$ cat config.mk
export PLATFORM = sky130hd
export DESIGN_NAME = quad_decoder_counter
export DESIGN_NICKNAME = d
export VERILOG_FILES = /design/src/rtl/quad_decoder_counter.sv
export SDC_FILE = /design/constraint.sdc
export NUM_CORES = 1
export LEC_CHECK = 0
export ABC_CLOCK_PERIOD_IN_PS = 2850
export CELL_PAD_IN_SITES_DETAIL_PLACEMENT = 2
export CELL_PAD_IN_SITES_GLOBAL_PLACEMENT = 2
export CORE_ASPECT_RATIO = 2
export CORE_UTILIZATION = 37
export CTS_BUF_LIST = sky130_fd_sc_hd__clkbuf_8
export DETAILED_ROUTE_END_ITERATION = 8
export HOLD_SLACK_MARGIN = 0.06
export PLACE_DENSITY = 0.85
export SLEW_MARGIN = 20
export SYNTH_ARGS = -nofsm -noshare
export SYNTH_HDL_FRONTEND = slang
export SYNTH_HIERARCHICAL = 1
export SYNTH_SLANG_ARGS = --single-unit
export TNS_END_PERCENT = 20
$ cat constraint.sdc
create_clock -name clk -period 2.85 [get_ports clk]
set_clock_uncertainty 0.1 [all_clocks]
set_input_delay 0.57 -clock clk [delete_from_list [all_inputs] [get_ports clk]]
set_output_delay 0.57 -clock clk [all_outputs]
set_load 0.02 [all_outputs]
$ cat src/rtl/quad_decoder_counter.sv
// Quadrature A/B decoder: per-channel synchroniser + glitch filter, x4 decode,
// wrapping position counter with step/dir/wrap pulses and a sticky error flag.

module quad_decoder_counter_chan #(
    parameter int SYNC_STAGES = 2,
    parameter int FILTER_LEN  = 3
) (
    input  logic clk,
    input  logic rst_n,
    input  logic raw,
    input  logic load,
    output logic sync,
    output logic level
);
    localparam int CW = $clog2(FILTER_LEN + 1);

    logic [SYNC_STAGES-1:0] sh;
    logic [CW-1:0]          cnt;

    assign sync = sh[SYNC_STAGES-1];

    always_ff @(posedge clk or negedge rst_n) begin
        if (!rst_n) begin
            sh    <= '0;
            cnt   <= '0;
            level <= 1'b0;
        end else begin
            sh <= {sh[SYNC_STAGES-2:0], raw};
            if (load) begin
                level <= sync;
                cnt   <= '0;
            end else if (sync != level) begin
                // accept on the edge where the mismatch run reaches FILTER_LEN
                if (cnt == CW'(FILTER_LEN - 1)) begin
                    level <= sync;
                    cnt   <= '0;
                end else begin
                    cnt <= cnt + CW'(1);
                end
            end else begin
                cnt <= '0;
            end
        end
    end
endmodule

module quad_decoder_counter #(
    parameter int WIDTH       = 8,
    parameter int SYNC_STAGES = 2,
    parameter int FILTER_LEN  = 3
) (
    input  logic             clk,
    input  logic             rst_n,
    input  logic             enc_a,
    input  logic             enc_b,
    input  logic             en,
    input  logic             clr,
    output logic [WIDTH-1:0] pos,
    output logic             dir,
    output logic             step,
    output logic             wrap,
    output logic             err,
    output logic             ready
);
    localparam int INIT_CYC = SYNC_STAGES + FILTER_LEN;
    localparam int ICW      = $clog2(INIT_CYC + 1);

    typedef enum logic {INIT, RUN} state_t;

    state_t         state;
    logic [ICW-1:0] init_cnt;
    logic [1:0]     raw, sync, lvl, prv;
    logic           load, mv_up, mv_dn, illegal;

    assign raw  = {enc_a, enc_b};
    assign load = (state == INIT);

    genvar g;
    generate
        for (g = 0; g < 2; g++) begin : g_chan
            quad_decoder_counter_chan #(
                .SYNC_STAGES(SYNC_STAGES),
                .FILTER_LEN (FILTER_LEN)
            ) u_chan (
                .clk  (clk),
                .rst_n(rst_n),
                .raw  (raw[g]),
                .load (load),
                .sync (sync[g]),
                .level(lvl[g])
            );
        end
    endgenerate

    // {a,b}: up is 00->10->11->01->00, down is the reverse
    always_comb begin
        mv_up = 1'b0;
        mv_dn = 1'b0;
        case ({prv, lvl})
            4'b00_10, 4'b10_11, 4'b11_01, 4'b01_00: mv_up = 1'b1;
            4'b00_01, 4'b01_11, 4'b11_10, 4'b10_00: mv_dn = 1'b1;
            default: ;
        endcase
    end
    assign illegal = ((prv ^ lvl) == 2'b11);

    always_ff @(posedge clk or negedge rst_n) begin
        if (!rst_n) begin
            state    <= INIT;
            init_cnt <= '0;
            prv      <= '0;
            pos      <= '0;
            dir      <= 1'b0;
            step     <= 1'b0;
            wrap     <= 1'b0;
            err      <= 1'b0;
            ready    <= 1'b0;
        end else begin
            step <= 1'b0;
            wrap <= 1'b0;
            case (state)
                INIT: begin
                    // track the synchronised pins so RUN starts with prv == level
                    prv <= sync;
                    if (init_cnt == ICW'(INIT_CYC - 1)) begin
                        state <= RUN;
                        ready <= 1'b1;
                    end else begin
                        init_cnt <= init_cnt + ICW'(1);
                    end
                end
                RUN: begin
                    prv <= lvl;
                    if (clr) begin
                        pos <= '0;
                        err <= 1'b0;
                    end else begin
                        if (illegal) err <= 1'b1;
                        if (en && (mv_up || mv_dn)) begin
                            step <= 1'b1;
                            dir  <= mv_up;
                            pos  <= mv_up ? pos + WIDTH'(1) : pos - WIDTH'(1);
                            wrap <= mv_up ? (pos == '1) : (pos == '0);
                        end
                    end
                end
                default: state <= INIT;
            endcase
        end
    end
endmodule

Word level (Yosys, flattened, before mapping)
Index checks and enable logic that the tools add are counted.
Word-level totals
  logic and storage cells: 86
  ROM bits: 0
  bits in latches: 0
  register bits after elaboration: 29
  RAM bits: 0
  memories kept: 0
  input port bits: 6
Operators by class
  multiplexer cells: 29
  eq/ne operators: 19
  div/mod/pow operators: 0
  $mul: 0
  $lt $le $gt $ge: 0
  add/sub/neg operators: 5
  bitwise logic cells: 4
  reductions and logical operators: 14
  shift-type cells: 0
Operator list (number)
  8-bit two-way mux: 3
  1-bit two-way mux: 19
  4-bit == test (second input constant): 4
  2-bit two-way mux: 6
  2-bit AND reduction: 6
  8-bit by 1-bit adder with 8-bit output (second input constant): 1
  4-bit by 3-bit == test with 1-bit output (second input constant): 2
  8-bit == test (second input constant): 1
  8-bit logical NOT: 1
  2-bit by 1-bit != test with 1-bit output (second input constant): 4
  4-bit OR reduction: 2
  8-bit by 1-bit subtractor with 8-bit output (second input constant): 1
  2-bit == test (second input constant): 3
  2-bit by 1-bit adder with 2-bit output (second input constant): 2
  4-bit by 1-bit == test with 1-bit output (second input constant): 1
  4-bit by 2-bit == test with 1-bit output (second input constant): 1
  2-bit one-hot mux with 2 select lines: 1
  2-bit nonzero test: 2
  3-bit by 1-bit adder with 3-bit output (second input constant): 1
  3-bit == test (second input constant): 1
  1-bit NOT: 3
  3-bit AND reduction: 1
  1-bit != test: 2
  2-bit XOR: 1
  other kinds (2): 2

Longest topological paths before layout
  depth in word-level cells: 8
  gate-level depth with buffers: 8

By module
The synthesis kept the hierarchy.
Modules (own cells, without submodules)
  quad_decoder_counter: area each 1123.6 um^2, seq. area each 475.5 um^2, times used 1, cells an instance 102
  quad_decoder_counter_chan: area each 167.7 um^2, seq. area each 125.1 um^2, times used 2, cells an instance 12

Least setup slack after synthesis
Ideal clock, no wire load.
  path kind: register to register
  start: register g_chan[0].u_chan.level
  end: register pos[7]
  period minus slack after synthesis: 2.352 ns
  path buffers: 0
  slack: 0.498 ns
  arrival time: 2.128 ns
  stages on the path, launching flop included: 9
  cells stage by stage: dfrtp_1 -> xnor2_2 -> nand2_2 -> ha_1 -> a21o_1 -> a31o_2 -> a21oi_1 -> a21oi_1 -> a211o_1
On the way
  cells in the longest elaborated chain, start to end: 7
  elaborated cells on any way between the ends: 19
Ends and longest elaborated chain
  from (decl): line 13  | output logic level
  from (signal assigned): line 30  | level <= sync;
  from (signal assigned): line 35  | level <= sync;
  4-bit by 2-bit == test with 1-bit output (tied with other cells): line 99  | case ({prv, lvl})
  4-bit OR reduction: line 99
  1-bit two-way mux: line 99
  1-bit logical OR: line 139  | if (en && (mv_up || mv_dn)) begin
  1-bit logical AND: line 139
  2-bit nonzero test (no source line)
  2-bit AND reduction (no source line)
  to (signal assigned): line 142  | pos <= mv_up ? pos + WIDTH'(1) : pos - WIDTH'(1);
  to (decl): line 58  | output logic [WIDTH-1:0] pos,
Several ways; a longest one is shown, not always the timed one. The select of a mux whose other input is x is not followed.
A chain may end at the register's enable or synchronous reset.

Worst setup path in the final report
Same ends and word-level chain as after synthesis.

==> metrics.md <==
| Metric | Value |
|---|---|
| Synthesized Nets | 141 |
| Largest cells by area after synthesis | dfrtp_1, ha_1, xnor2_1 |
| Drt drc | 0 |
| Fin. max-slew vios | 0 |
| Starting density of the core | 0.3836 |
| Area growth, synth to finish | 22.04% |
| Slowest-stage cell, CP | dfrtp_1 |
| DIE HEIGHT | 90.80 µm |
| GP Congestion | 0.8718 |
| Crit path buf inv count | 0 |
| Yosys top cell area share | 0.4974 |
| DP Worst Slack | 0.2027 ns |
| Hpwl dp | 2725 µm |
| # H-tree levels | 2 |
| RSZ-0062 raised after global routing | false |
| Max stage delay on crit path | 0.45 ns |
| Placed Cells | 194 |
| I/O pin count | 19 |
| Num rows | 32 |
| CTS root buffer | clkbuf_8 |
| Yosys reg bits | 29 |
| Rel. slew slack | 0.7093 |
| Area occupied by multi-input gates | 694.4 µm² |
| Number of global-route vias before repair | 1,249 |
| Fillers | 406 |
| First-pass GRT wire length | 5823 µm |
| Tcrit/Tclk final | 0.9284 |
| Most frequent CP cell | a21oi_1 |
| Overall Global Routing Usage | 0.2005 |
| Sequential share of the synthesized area | 0.4974 |
| Vias | 1,066 |
| Die width | 46.40 µm |
| Total CTS buffers | 5 |
| Largest net degree at the start of global routing | 30 |
| Lkg Pwr | 0.7961 nW |
| Setup TNS | 0 ns |
| 1st-iter DRT viols | 7 |
| Register area | 725.7 µm² |
| CP required | 2.92 ns |
| Slew @ Worst Pin | 0.4361 ns |
| Crit end category | flop |
| Clock Latency Late Sink | 0.28 ns |
| Finish-stage setup viols | 0 |
| Hold WC Path Type | flop to flop |
| Crit path kind | flop to flop |
| PwrDens | 1235 nW/µm² |
| Gate Count Post-Synth | 126 |
| Share of layout cells above drive strength 1 | 0.1400 |
| Crit-path max FO | 11 |
| Via density | 5.303 |
| NumNets Final | 165 |
| Clk sink count | 29 |
| Max Clk Rate | 0.3779 GHz |
| Hold Fails Final Rpt | 0 |
| Setup repair bufs after CTS | 0 |
| Max Cap Viol | 0 |
| Status | finished clean |
| Max VDD drop | 0.6003 mV |
| Layout Cells excl Fill | 201 |
| CTS Hold Bufs | 0 |
| Startpoint types | flop |
| Critical Path AT | 2.71 ns |
| Die area | 4213 µm² |
| Area leader, netlist | dfrtp_1 |
| IO Port Bufs | 18 |
| Avg Synthesized Cell Area | 11.58 µm² |
| Distinct cell type count after synthesis | 36 |
| Top Family by Delay on Critical Path | compound AO/OA/AOI/OAI gates |
| Hold Slack | 0.2464 ns |
| Final Worst Setup Slack | 0.2040 ns |
| Post-CTS Resized | 0 |
| Drt pass-1 iters | 4 |
| Critical-path cell list | xnor2_2 > nand2_2 > ha_1 > a21o_1 > a31o_2 > a21oi_1 > a21oi_1 > a211o_1 |
| Clock Path Buffers | 2 |
| Diodes inserted | 0 |
| Post-route ant nets | 0 |
| TritonCTS clock tree | done |
| Wirelength, routed | 3537 µm |
| Post-layout min period | 2.646 ns |
| Mapped Area | 1459 µm² |
| Grt total ovfl | 0 |
| Clock-pin slew on the worst setup and hold paths | 0.06 ns |
| Initial antenna violation count | 0 |
| Routed len/inst | 17.60 µm |
| Yosys warns | 6 |
| CORE AREA | 3804 µm² |
-- registers in the layout (all words and copies together), names as in the netlist --
signal               cells
err                      1
g_chan.u_chan/sh         4
pos                      8
step                     1
ready                    1
dir                      1
prv                      2
wrap                     1
g_chan.u_chan/cnt        4
state                    1
g_chan.u_chan/level      2
init_cnt                 3
-- synthesized netlist by cell type (all sizes together) --
library cell  number
dfrtp             29
a21oi             10
xnor2              9
ha                 8
nor2               7
a22o               6
inv                6
nand2              6
mux2               5
xor2               5
a21o               4
or3                4
a31oi              3
nor4               3
a31o               2
buf                2
nand4              2
o21a               2
o21ai              2
a211o              1
a211oi             1
and2               1
and3b              1
and4               1
fa                 1
nand3              1
nand3b             1
nor2b              1
nor3               1
o21bai             1
-- cells in the final DEF (no fill, tap or decap), types with 2 or more instances in the layout --
cell / n
xnor2_1: 8
a21oi_1: 10
ha_1: 8
xor2_1: 4
nand2_1: 4
or3_1: 3
inv_1: 7
o21a_1: 2
nand2_2: 2
nand4_1: 2
o21ai_0: 2
a21o_1: 3
a31oi_1: 3
nor2_1: 7
a22o_1: 6
mux2_2: 5
clkbuf_8: 6
clkdlybuf4s50_1: 18
nor4_1: 3
a31o_2: 2
dfrtp_1: 29
-- logic make-up (layout without fill, tap and decap cells) --
kind of cell             count (synthesis)  in the layout  share of synthesized area
AO/OA/AOI/OAI                           32             32                     0.1501
multiplexers                             5              5                    0.03859
AND/OR/NAND/NOR                         29             29                     0.1106
adder cells (fa/ha/maj)                  9              9                    0.08234
XOR/XNOR                                14             14                    0.09435
buffers and inverters                    8             32                    0.02658
flip-flops                              29             29                     0.4974
-- layout make-up --
| cell class | instances | share of cell area |
|---|---|---|
| Sequential cell | 29 | 0.4076 |
| Inverter | 6 | 0.01265 |
| Timing Repair Buffer | 19 | 0.1054 |
| Clock inverter | 1 | 0.002108 |
| Multi-Input combinational cell | 89 | 0.3900 |
| Tap cell | 51 | 0.03584 |
| Clock buffer | 6 | 0.04638 |
-- worst paths after layout --
check / from / endpoint / slack, ns / cells past startpoint
worst max-delay path: g_chan[0].u_chan/level / pos[7] / 0.20 / 8
worst min-delay path: g_chan[0].u_chan/sh[0] / g_chan[0].u_chan/sh[1] / 0.25 / 0
worst max register to register: g_chan[0].u_chan/level / pos[7] / 0.20 / 8
worst min register to register: g_chan[0].u_chan/sh[0] / g_chan[0].u_chan/sh[1] / 0.25 / 0
max in group asynchronous: rst_n / g_chan[1].u_chan/cnt[0] / 1.81 / 2
min in group asynchronous: rst_n / ready / 0.57 / 2
-- per-stage QoR --
stage	power (mW)	area, µm²	utilization
2_1_floorplan	1.525	1459	-
3_3_place_gp	1.782	1694	0.4454
3_5_place_dp	1.878	1694	0.4454
4_1_cts	2.233	1780	0.4681
5_1_grt	2.366	1780	0.4681
6_report	2.200	1780	0.4681
-- power breakdown --
part	leakage [nW]	internal [mW]	switching, mW	total, mW
Combinational	0.387	0.563	0.676	1.24
Sequential	0.361	0.515	0.112	0.628
Clock	0.0485	0.187	0.146	0.333
Total	0.796	1.27	0.933	2.20
-- worst register-to-register path, delay by kind of cell, from the launching register on --
| kind | cells | cell delay (ns) |
|---|---|---|
| simple gates | 1 | 0.24 |
| xor+xnor | 1 | 0.35 |
| compound gates | 5 | 0.98 |
| flops | 1 | 0.45 |
| fa+ha+maj | 1 | 0.42 |
-- per-layer routing --
| layer | track usage | share of wire | vias to the layer above |
|---|---|---|---|
| met5 | 0 | 0 | - |
| met4 | 0.1103 | 0.029 | 0 |
| met3 | 0.05000 | 0.025 | 9 |
| met2 | 0.3681 | 0.62 | 24 |
| met1 | 0.1750 | 0.32 | 536 |
| li1 | - | - | 497 |
(Power assumes the default switching activity.)
